File: src/rtl/alu_pkg.sv
// Shared definitions for the ALU result stage: command encodings and payload layout.
package alu_pkg;

    typedef enum logic [2:0] {
        CMD_ADD  = 3'd0,
        CMD_SUB  = 3'd1,
        CMD_XOR  = 3'd2,
        CMD_SLT  = 3'd3,
        CMD_AND  = 3'd4,
        CMD_NAND = 3'd5,
        CMD_NOR  = 3'd6,
        CMD_OR   = 3'd7
    } alu_cmd_e;

    localparam int unsigned ALU_MSB_DEFAULT = 31;

    // Payload is {result, carryout, overflow, zero}; flags occupy the low bits.
    localparam int unsigned FLAG_W     = 3;
    localparam int unsigned ZERO_BIT   = 0;
    localparam int unsigned OVF_BIT    = 1;
    localparam int unsigned CARRY_BIT  = 2;

    function automatic int unsigned payload_w(input int unsigned msb);
        return msb + 1 + FLAG_W;
    endfunction

endpackage

File: src/rtl/alu_skid_buffer.sv
// Two-entry valid/ready buffer (output register plus skid register), strict FIFO order.
module alu_skid_buffer #(
    parameter int unsigned Width = 35
) (
    input  logic             clk,
    input  logic             reset,
    input  logic             in_valid,
    output logic             in_ready,
    input  logic [Width-1:0] in_data,
    output logic             out_valid,
    input  logic             out_ready,
    output logic [Width-1:0] out_data
);

    logic             out_valid_q, out_valid_d;
    logic             skid_valid_q, skid_valid_d;
    logic [Width-1:0] out_data_q, out_data_d;
    logic [Width-1:0] skid_data_q, skid_data_d;
    logic             in_fire, out_fire;

    // Ready depends only on registered occupancy, never on out_ready.
    assign in_ready = !skid_valid_q && !reset;
    assign in_fire  = in_valid && in_ready;
    assign out_fire = out_valid_q && out_ready;

    always_comb begin
        out_valid_d  = out_valid_q;
        skid_valid_d = skid_valid_q;
        out_data_d   = out_data_q;
        skid_data_d  = skid_data_q;
        if (out_fire || !out_valid_q) begin
            if (skid_valid_q) begin
                out_data_d   = skid_data_q;
                out_valid_d  = 1'b1;
                skid_valid_d = 1'b0;
            end else if (in_fire) begin
                out_data_d  = in_data;
                out_valid_d = 1'b1;
            end else begin
                out_valid_d = 1'b0;
            end
        end else if (in_fire) begin
            skid_data_d  = in_data;
            skid_valid_d = 1'b1;
        end
    end

    always_ff @(posedge clk) begin
        if (reset) begin
            out_valid_q  <= 1'b0;
            skid_valid_q <= 1'b0;
            out_data_q   <= '0;
            skid_data_q  <= '0;
        end else begin
            out_valid_q  <= out_valid_d;
            skid_valid_q <= skid_valid_d;
            out_data_q   <= out_data_d;
            skid_data_q  <= skid_data_d;
        end
    end

    assign out_valid = out_valid_q;
    assign out_data  = out_data_q;

endmodule

File: src/rtl/alu_result_stage.sv
// ALU result stage: selects a bitslice result, derives SLT and qualified flags,
// buffers the payload through a skid buffer and counts signed-overflow events.
module alu_result_stage
    import alu_pkg::*;
#(
    parameter int unsigned n     = ALU_MSB_DEFAULT,
    parameter int unsigned CNT_W = 8
) (
    input  logic             clk,
    input  logic             reset,
    input  logic             in_valid,
    output logic             in_ready,
    input  logic [2:0]       command,
    input  logic [n:0]       add_result,
    input  logic             add_carryout,
    input  logic             add_overflow,
    input  logic [n:0]       xor_result,
    input  logic [n:0]       and_result,
    input  logic [n:0]       nand_result,
    input  logic [n:0]       nor_result,
    input  logic [n:0]       or_result,
    output logic             out_valid,
    input  logic             out_ready,
    output logic [n:0]       result,
    output logic             carryout,
    output logic             overflow,
    output logic             zero,
    output logic [CNT_W-1:0] ovf_count,
    input  logic             count_clear
);

    localparam int unsigned PayloadW = payload_w(n);
    localparam logic [CNT_W-1:0] CntMax = '1;

    logic [n:0]          sel_result;
    logic                sel_carry, sel_ovf, sel_zero, slt_bit, is_arith;
    logic [PayloadW-1:0] in_payload, out_payload;
    logic                accept;
    logic [CNT_W-1:0]    ovf_count_q, ovf_count_d;

    // Sign of a-b corrected by overflow gives the true signed less-than.
    assign slt_bit = add_result[n] ^ add_overflow;

    always_comb begin
        sel_result = '0;
        is_arith   = 1'b0;
        unique case (alu_cmd_e'(command))
            CMD_ADD, CMD_SUB: begin
                sel_result = add_result;
                is_arith   = 1'b1;
            end
            CMD_SLT:  sel_result = {{n{1'b0}}, slt_bit};
            CMD_XOR:  sel_result = xor_result;
            CMD_AND:  sel_result = and_result;
            CMD_NAND: sel_result = nand_result;
            CMD_NOR:  sel_result = nor_result;
            CMD_OR:   sel_result = or_result;
        endcase
    end

    assign sel_carry  = is_arith && add_carryout;
    assign sel_ovf    = is_arith && add_overflow;
    assign sel_zero   = (sel_result == '0);
    assign in_payload = {sel_result, sel_carry, sel_ovf, sel_zero};

    alu_skid_buffer #(
        .Width (PayloadW)
    ) u_skid (
        .clk       (clk),
        .reset     (reset),
        .in_valid  (in_valid),
        .in_ready  (in_ready),
        .in_data   (in_payload),
        .out_valid (out_valid),
        .out_ready (out_ready),
        .out_data  (out_payload)
    );

    assign result   = out_payload[PayloadW-1:FLAG_W];
    assign carryout = out_payload[CARRY_BIT];
    assign overflow = out_payload[OVF_BIT];
    assign zero     = out_payload[ZERO_BIT];

    assign accept = in_valid && in_ready;

    always_comb begin
        ovf_count_d = ovf_count_q;
        if (count_clear) begin
            ovf_count_d = '0;
        end else if (accept && sel_ovf && (ovf_count_q != CntMax)) begin
            ovf_count_d = ovf_count_q + CNT_W'(1);
        end
    end

    always_ff @(posedge clk) begin
        if (reset) begin
            ovf_count_q <= '0;
        end else begin
            ovf_count_q <= ovf_count_d;
        end
    end

    assign ovf_count = ovf_count_q;

endmodule

File: config.mk
export PLATFORM = sky130hd
export DESIGN_NAME = alu_result_stage
export DESIGN_NICKNAME = d
export VERILOG_FILES = /design/src/rtl/alu_pkg.sv /design/src/rtl/alu_skid_buffer.sv /design/src/rtl/alu_result_stage.sv
export SDC_FILE = /design/constraint.sdc
export NUM_CORES = 1
export LEC_CHECK = 0
export CORE_MARGIN = 1
export CORE_UTILIZATION = 37
export CTS_CLUSTER_SIZE = 28
export DETAILED_ROUTE_END_ITERATION = 10
export PLACE_DENSITY = 0.77
export SLEW_MARGIN = 0
export SYNTH_ARGS = -nofsm -noshare
export SYNTH_HDL_FRONTEND = slang
export SYNTH_SLANG_ARGS = --single-unit
File: constraint.sdc
create_clock -name clk -period 2.2 [get_ports clk]
set_input_delay 0.44 -clock clk [delete_from_list [all_inputs] [get_ports clk]]
set_output_delay 0.44 -clock clk [all_outputs]
set_load 0.05 [all_outputs]
==> results of run 1 <==
==> report_power, final <==
part	switching, mW	internal [mW]
combinational	0.682	0.759
sequential	0.0333	1.51
clock	0.598	0.882
total	1.31	3.15
==> layout make-up <==
| cell class | count | share of cell area |
|---|---|---|
| inverter | 5 | 0.00217 |
| clock inverter | 6 | 0.00797 |
| clock buffer | 10 | 0.0265 |
| timing repair buffer | 336 | 0.378 |
| multi-input combinational | 507 | 0.374 |
| tap | 176 | 0.0255 |
| sequential | 80 | 0.186 |
==> state kept, by name, summed over array words and instances, names as in the netlist <==
register	count
ovf_count	8
u_skid.out_data	35
u_skid.out_valid	1
u_skid.skid_data_q	35
u_skid.skid_valid_q	1
==> final timing paths <==
check / from / end / slack (ns) / cells after the start
setup / recovery: command[1] / u_skid.out_data[0] / 0.10 / 10
hold / removal: u_skid.out_data[6] / u_skid.out_data[6] / 0.45 / 2
setup reg to reg: ovf_count[0] / ovf_count[7] / 0.48 / 8
hold reg to reg: u_skid.out_data[6] / u_skid.out_data[6] / 0.45 / 2
==> metal layers <==
| layer | wire (µm) | up-vias | GRT usage |
|---|---|---|---|
| met3 | 1320 | 44 | 0.0671 |
| met2 | 9500 | 251 | 0.474 |
| met4 | 636 | 0 | 0.0910 |
| li1 | - | 2937 | - |
| met1 | 8110 | 2762 | 0.336 |
| met5 | 0 | - | 0 |
==> cells by family (layout without fill, tap and decap cells) <==
family          count (synthesis)  count (layout)
compound gates                198             198
xor+xnor                        7               7
fa+ha+maj                       1               1
buf+inv                        64             357
flops                          80              80
mux                            67              67
simple gates                  234             234
==> worst min-delay path, stage by stage (launching register included) <==
cell	delay [ns]
dfxtp_1	0.31
nand2_1	0.05
a21oi_1	0.05
==> cells in the final DEF, fill, tap and decap left out, types with 4 or more instances in the layout <==
cell / n
a221oi_1: 7
clkinvlp_4: 4
dlymetal6s2s_1: 8
o21ai_0: 27
and3_1: 7
a2bb2oi_1: 4
a221oi_2: 4
dfxtp_1: 79
nand4_1: 7
clkdlybuf4s50_1: 233
mux2i_1: 51
nor3_1: 7
clkbuf_16: 9
nand2b_1: 8
nand2_1: 93
mux2_2: 6
a221o_1: 4
nor2_1: 79
xnor2_1: 4
buf_4: 81
a22oi_1: 9
nor2b_1: 5
o211ai_1: 7
a31oi_1: 4
a21oi_1: 63
a211oi_1: 34
buf_12: 10
mux4_2: 4
nand3b_1: 4
nand3_1: 12
==> per-stage QoR <==
stage | setup TNS (ns) | worst slack, ns | total power, mW | std cells
2_1_floorplan | 0 | 0.0390 | 2.21 | 651
3_3_place_gp | -2.48 | -0.482 | 2.95 | 1102
3_5_place_dp | -2.57 | -0.425 | 2.96 | 1102
4_1_cts | 0 | 0.0127 | 4.44 | 1118
5_1_grt | -0.0252 | -0.0144 | 4.65 | 1120
6_report | 0 | 0.101 | 4.46 | 1120
==> repair_timing <==
action	4_1_cts	5_1_grt
endpoints found under the setup margin	2	2
resized for setup	5	25
pin swaps	3	8
buffers inserted	0	2
==> impl_metrics.json, run 1 <==
{
  "tightest_slew_ns": 0.599,
  "via_per_inst": 5.35,
  "hold_viol_final": 0,
  "htree_levels": 3,
  "critPathRequiredTime_ns": 2.45,
  "synth_seq_area_share": 0.318,
  "synthSimpleGateAreaFrac": 0.203,
  "max_freq_mhz": 476,
  "final_area_um2": 8630,
  "cts_tree": "built",
  "slew_headroom": 0.601,
  "synth_common_cells": "nand2_1, dfxtp_1, nor2_1, a21oi_1, mux2i_1",
  "synth_xor_area_frac": 0.0122,
  "cts_sinks": 80,
  "clk_latency_ns": 0.33,
  "num_rows": 42,
  "antennaDiodeCount": 0,
  "synthMuxAreaShare": 0.146,
  "setup_viol": 0,
  "fin_nets": 1142,
  "ys_ff_latch": 80,
  "antenna_found_initial": 0,
  "synth.top_cell.area_share": 0.318,
  "ctsHoldBuffers": 0,
  "cp_cell_sequence": "clkbuf_4, buf_4, nor2_1, buf_12, buf_4, a211oi_1, nand4_1, nor4b_2, nand4_1, o22ai_1",
  "grt_usage": 0.276,
  "drcViolationCount": 0,
  "place.gp.congestion": 0.920,
  "status": "complete, no violations",
  "seq_area_um2": 1600,
  "start_util": 0.381,
  "path_max_fanout": 8,
  "fillers": 1141,
  "cts_buffer_depth": 2,
  "path_class": "in -> reg",
  "routedWlPerCell_um": 17.5,
  "fin_crit_ns": 2.10,
  "synth-compound-area-share": 0.255,
  "utilization": 0.652,
  "cts-root-buf": "clkbuf_16",
  "ir_worst_vdd_mv": 0.391,
  "die_h_um": 119,
  "synth_top_family_by_area": "compound AO/OA/AOI/OAI gates",
  "routed_wl_um": 19600,
  "multi_input_area_um2": 3230,
  "power_density_nw_per_um2": 517,
  "pin_count": 247,
  "syn_area_per_cell_um2": 7.74,
  "critPathTopFamily": "simple AND/OR/NAND/NOR gates",
  "synthArstFlopShare": 0,
  "cap_viol_max_count": 0,
  "synth.most_common_cell": "nand2_1",
  "skew_ns": 0.00549,
  "synthAdderAreaFrac": 0.00248,
  "io_buffer_count": 246,
  "cts_buffers": 9,
  "yosys.area.top_type": "dfxtp_1",
  "fin_crit_sh": 0.954,
  "crit_slowest_cell": "a211oi_1",
  "drive_gt1_frac": 0.157,
  "grt_pass1_vias": 5790,
  "placedInstanceArea_um2": 8190,
  "grt_first_pass_wirelength_um": 30300,
  "end_kind": "register",
  "synth_enable_flop_cells": 0,
  "cp_num_buf_inv": 4,
  "netlist_area_um2": 5040,
  "path_clk_slew_ns": 0.06,
  "syn_to_final_growth_pct": 71.3,
  "die_w_um": 119,
  "synthCells": 651,
  "timing.hold.ws_ns": 0.449,
  "synth_cell_types": 56,
  "max_stage_delay_ns": 0.40,
  "maxSlewViolCount": 0,
  "cp.arrival_ns": 2.35,
  "overflow": 0,
  "dr_total_vias": 5994,
  "core-area_um2": 13200,
  "dr.pass1.iters": 5,
  "synthesis.nets": 854,
  "startpoint_type": "primary input",
  "min_path_type": "reg -> reg",
  "ant_nets": 0,
  "ys.flop_type": "dfxtp_1",
  "hpwlAfterDp_um": 15200,
  "dieArea_um2": 14100,
  "ys_top_cells_by_area": "dfxtp_1, mux2i_1, nand2_1, a21oi_1, nor2_1",
  "power.static_leakage_nw": 3.31,
  "grt_max_degree": 46,
  "drt_first_iter_violations": 472,
  "yosysWarnings": 0
}
(Power assumes the default switching activity.)
==> inputs of run 2 (changes only) <==
Settings changed: CAP_MARGIN set to 0, SKIP_LAST_GASP set to 1.
==> results of run 2 <==
Same layout as run 1: the final DEF is identical, and so are final timing and power.
==> inputs of run 3 (changes only) <==
==> constraint.sdc (replaced) <==
create_clock -name clk -period 2.2 [get_ports clk]
set_input_delay 0.22 -clock clk [delete_from_list [all_inputs] [get_ports clk]]
set_output_delay 0.22 -clock clk [all_outputs]
set_load 0.05 [all_outputs]
==> run 3 against run 2 <==
Net effect:
- highest routed layer unchanged
- count of clock-buffer cells in the layout unchanged
- first-iteration DRC count rose by 13%
- worst setup slack gained 0.066 ns
- via count decreased by 1.9%
- sequential power is essentially flat
- die area unchanged
- non-clock buffer count decreased by 32
- wire length shrank 3.5%
- largest cell class is now multi-input combinational cells
- power rose by 0.68%
- largest power group is now clock
- cell count down 2.9%
- core utilization decreased by 2.6 points
==> impl_metrics.json, run 3 (synthesis gave the netlist of run 1 again) <==
{
  "max_freq_mhz": 492,
  "cts-root-buf": "clkbuf_16",
  "drcViolationCount": 0,
  "tightest_slew_ns": 0.638,
  "end_kind": "register",
  "cts_sinks": 80,
  "setup_viol": 0,
  "syn_to_final_growth_pct": 64.5,
  "rsz0062_at_grt": "no",
  "grt_pass1_vias": 5646,
  "grt_max_degree": 60,
  "cts_buffers": 9,
  "cp.arrival_ns": 2.30,
  "dieArea_um2": 14100,
  "pin_count": 247,
  "routed_wl_um": 18900,
  "overflow": 0,
  "ant_nets": 0,
  "clk_latency_ns": 0.33,
  "fin_tns_setup_ns": 0,
  "hpwlAfterDp_um": 14800,
  "cts_tree": "built",
  "via_per_inst": 5.40,
  "final_common_cell": "clkdlybuf4s50_1",
  "hold_viol_final": 0,
  "p_total_mw": 4.49,
  "fillers": 1184,
  "crit_slowest_cell": "mux4_2",
  "num_rows": 42,
  "startpoint_type": "primary input",
  "place.gp.congestion": 0.913,
  "antenna_found_initial": 0,
  "fin_nets": 1110,
  "post-cts-setup-buffers": 0,
  "setup_ws_ns": 0.167,
  "path_class": "in -> reg",
  "path_max_fanout": 2,
  "slew_headroom": 0.575,
  "cp_cell_sequence": "clkdlybuf4s50_1, mux4_2, nand2b_1, o21ai_0, nand3_1, nor4_2, buf_4, nand4_1, o21ai_1",
  "min_path_type": "in -> reg",
  "fin_crit_sh": 0.924,
  "die_w_um": 119,
  "utilization": 0.626,
  "path_clk_slew_ns": 0.06,
  "place_ws_ns": -0.194,
  "antennaDiodeCount": 0,
  "start_util": 0.381,
  "routedWlPerCell_um": 17.3,
  "status": "complete, no violations",
  "cts_buffer_depth": 2,
  "max_stage_delay_ns": 0.48,
  "dr.pass1.iters": 5,
  "drive_gt1_frac": 0.110,
  "htree_levels": 3,
  "power.static_leakage_nw": 3.07,
  "grt_first_pass_wirelength_um": 29800,
  "core-area_um2": 13200,
  "die_h_um": 119,
  "cap_viol_max_count": 0,
  "ir_worst_vdd_mv": 0.476,
  "maxSlewViolCount": 0,
  "io_buffer_count": 246,
  "final_cell_mix": "clkdlybuf4s50_1, nand2_1, nor2_1, dfxtp_1, a21oi_1",
  "dr_total_vias": 5879,
  "fin_crit_ns": 2.03,
  "skew_ns": 0.00527,
  "drt_first_iter_violations": 534,
  "critPathRequiredTime_ns": 2.46,
  "grt_usage": 0.271,
  "power_density_nw_per_um2": 542
}
-- run 3: layout make-up --
class / instances / area, µm² / share of cell area
Clock buffer: 10 / 229 / 0.0276
Clock inverter: 6 / 92.6 / 0.0112
Inverter: 5 / 18.8 / 0.00226
Multi-Input combinational cell: 507 / 3140 / 0.379
Sequential cell: 80 / 1600 / 0.193
Tap cell: 176 / 220 / 0.0266
Timing Repair Buffer: 304 / 2990 / 0.360
-- run 3: worst max-delay path, delay by kind of cell --
kind	cells	cell delay, ns
AO/OA/AOI/OAI	2	0.25
buffers and inverters	2	0.60
multiplexers	1	0.48
AND/OR/NAND/NOR	4	0.75
-- run 3: timing repair --
| item | 4_1_cts | 5_1_grt |
|---|---|---|
| gates resized for setup | 0 | 2 |
| hold buffers | 0 | 0 |
| setup endpoints to repair | 0 | 2 |
-- run 3: routing by layer --
| layer | part of all wire | up-vias | global-route usage |
|---|---|---|---|
| met5 | 0 | - | 0 |
| met4 | 0.021 | 0 | 0.0759 |
| met3 | 0.073 | 27 | 0.0589 |
| met2 | 0.49 | 249 | 0.465 |
| met1 | 0.41 | 2732 | 0.339 |
| li1 | - | 2871 | - |
-- run 3: per-stage QoR --
step	hold WS (ns)	area [µm²]	cells
floorplan	0.367	5040	651
global placement	0.440	7960	1072
detailed placement	0.446	7960	1072
CTS	0.304	8280	1088
global route	0.339	8290	1088
finish	0.294	8290	1088
-- run 3: path summary, 6_finish.rpt --
check                       from                    end  slack [ns]  cells after the start
max                or_result[26]  u_skid.skid_data_q[0]        0.17                      9
max reg2reg  u_skid.skid_valid_q    u_skid.out_data[29]        0.47                      6
min reg2reg  u_skid.out_data[33]    u_skid.out_data[33]        0.45                      2
min                        reset     u_skid.out_data[0]        0.29                      4
-- run 3: report_power, final --
| group | switching [mW] | total (mW) | internal [mW] |
|---|---|---|---|
| clock network | 0.596 | 1.60 | 1.00 |
| registers | 0.0334 | 1.54 | 1.51 |
| logic | 0.652 | 1.36 | 0.703 |
| total | 1.28 | 4.49 | 3.21 |
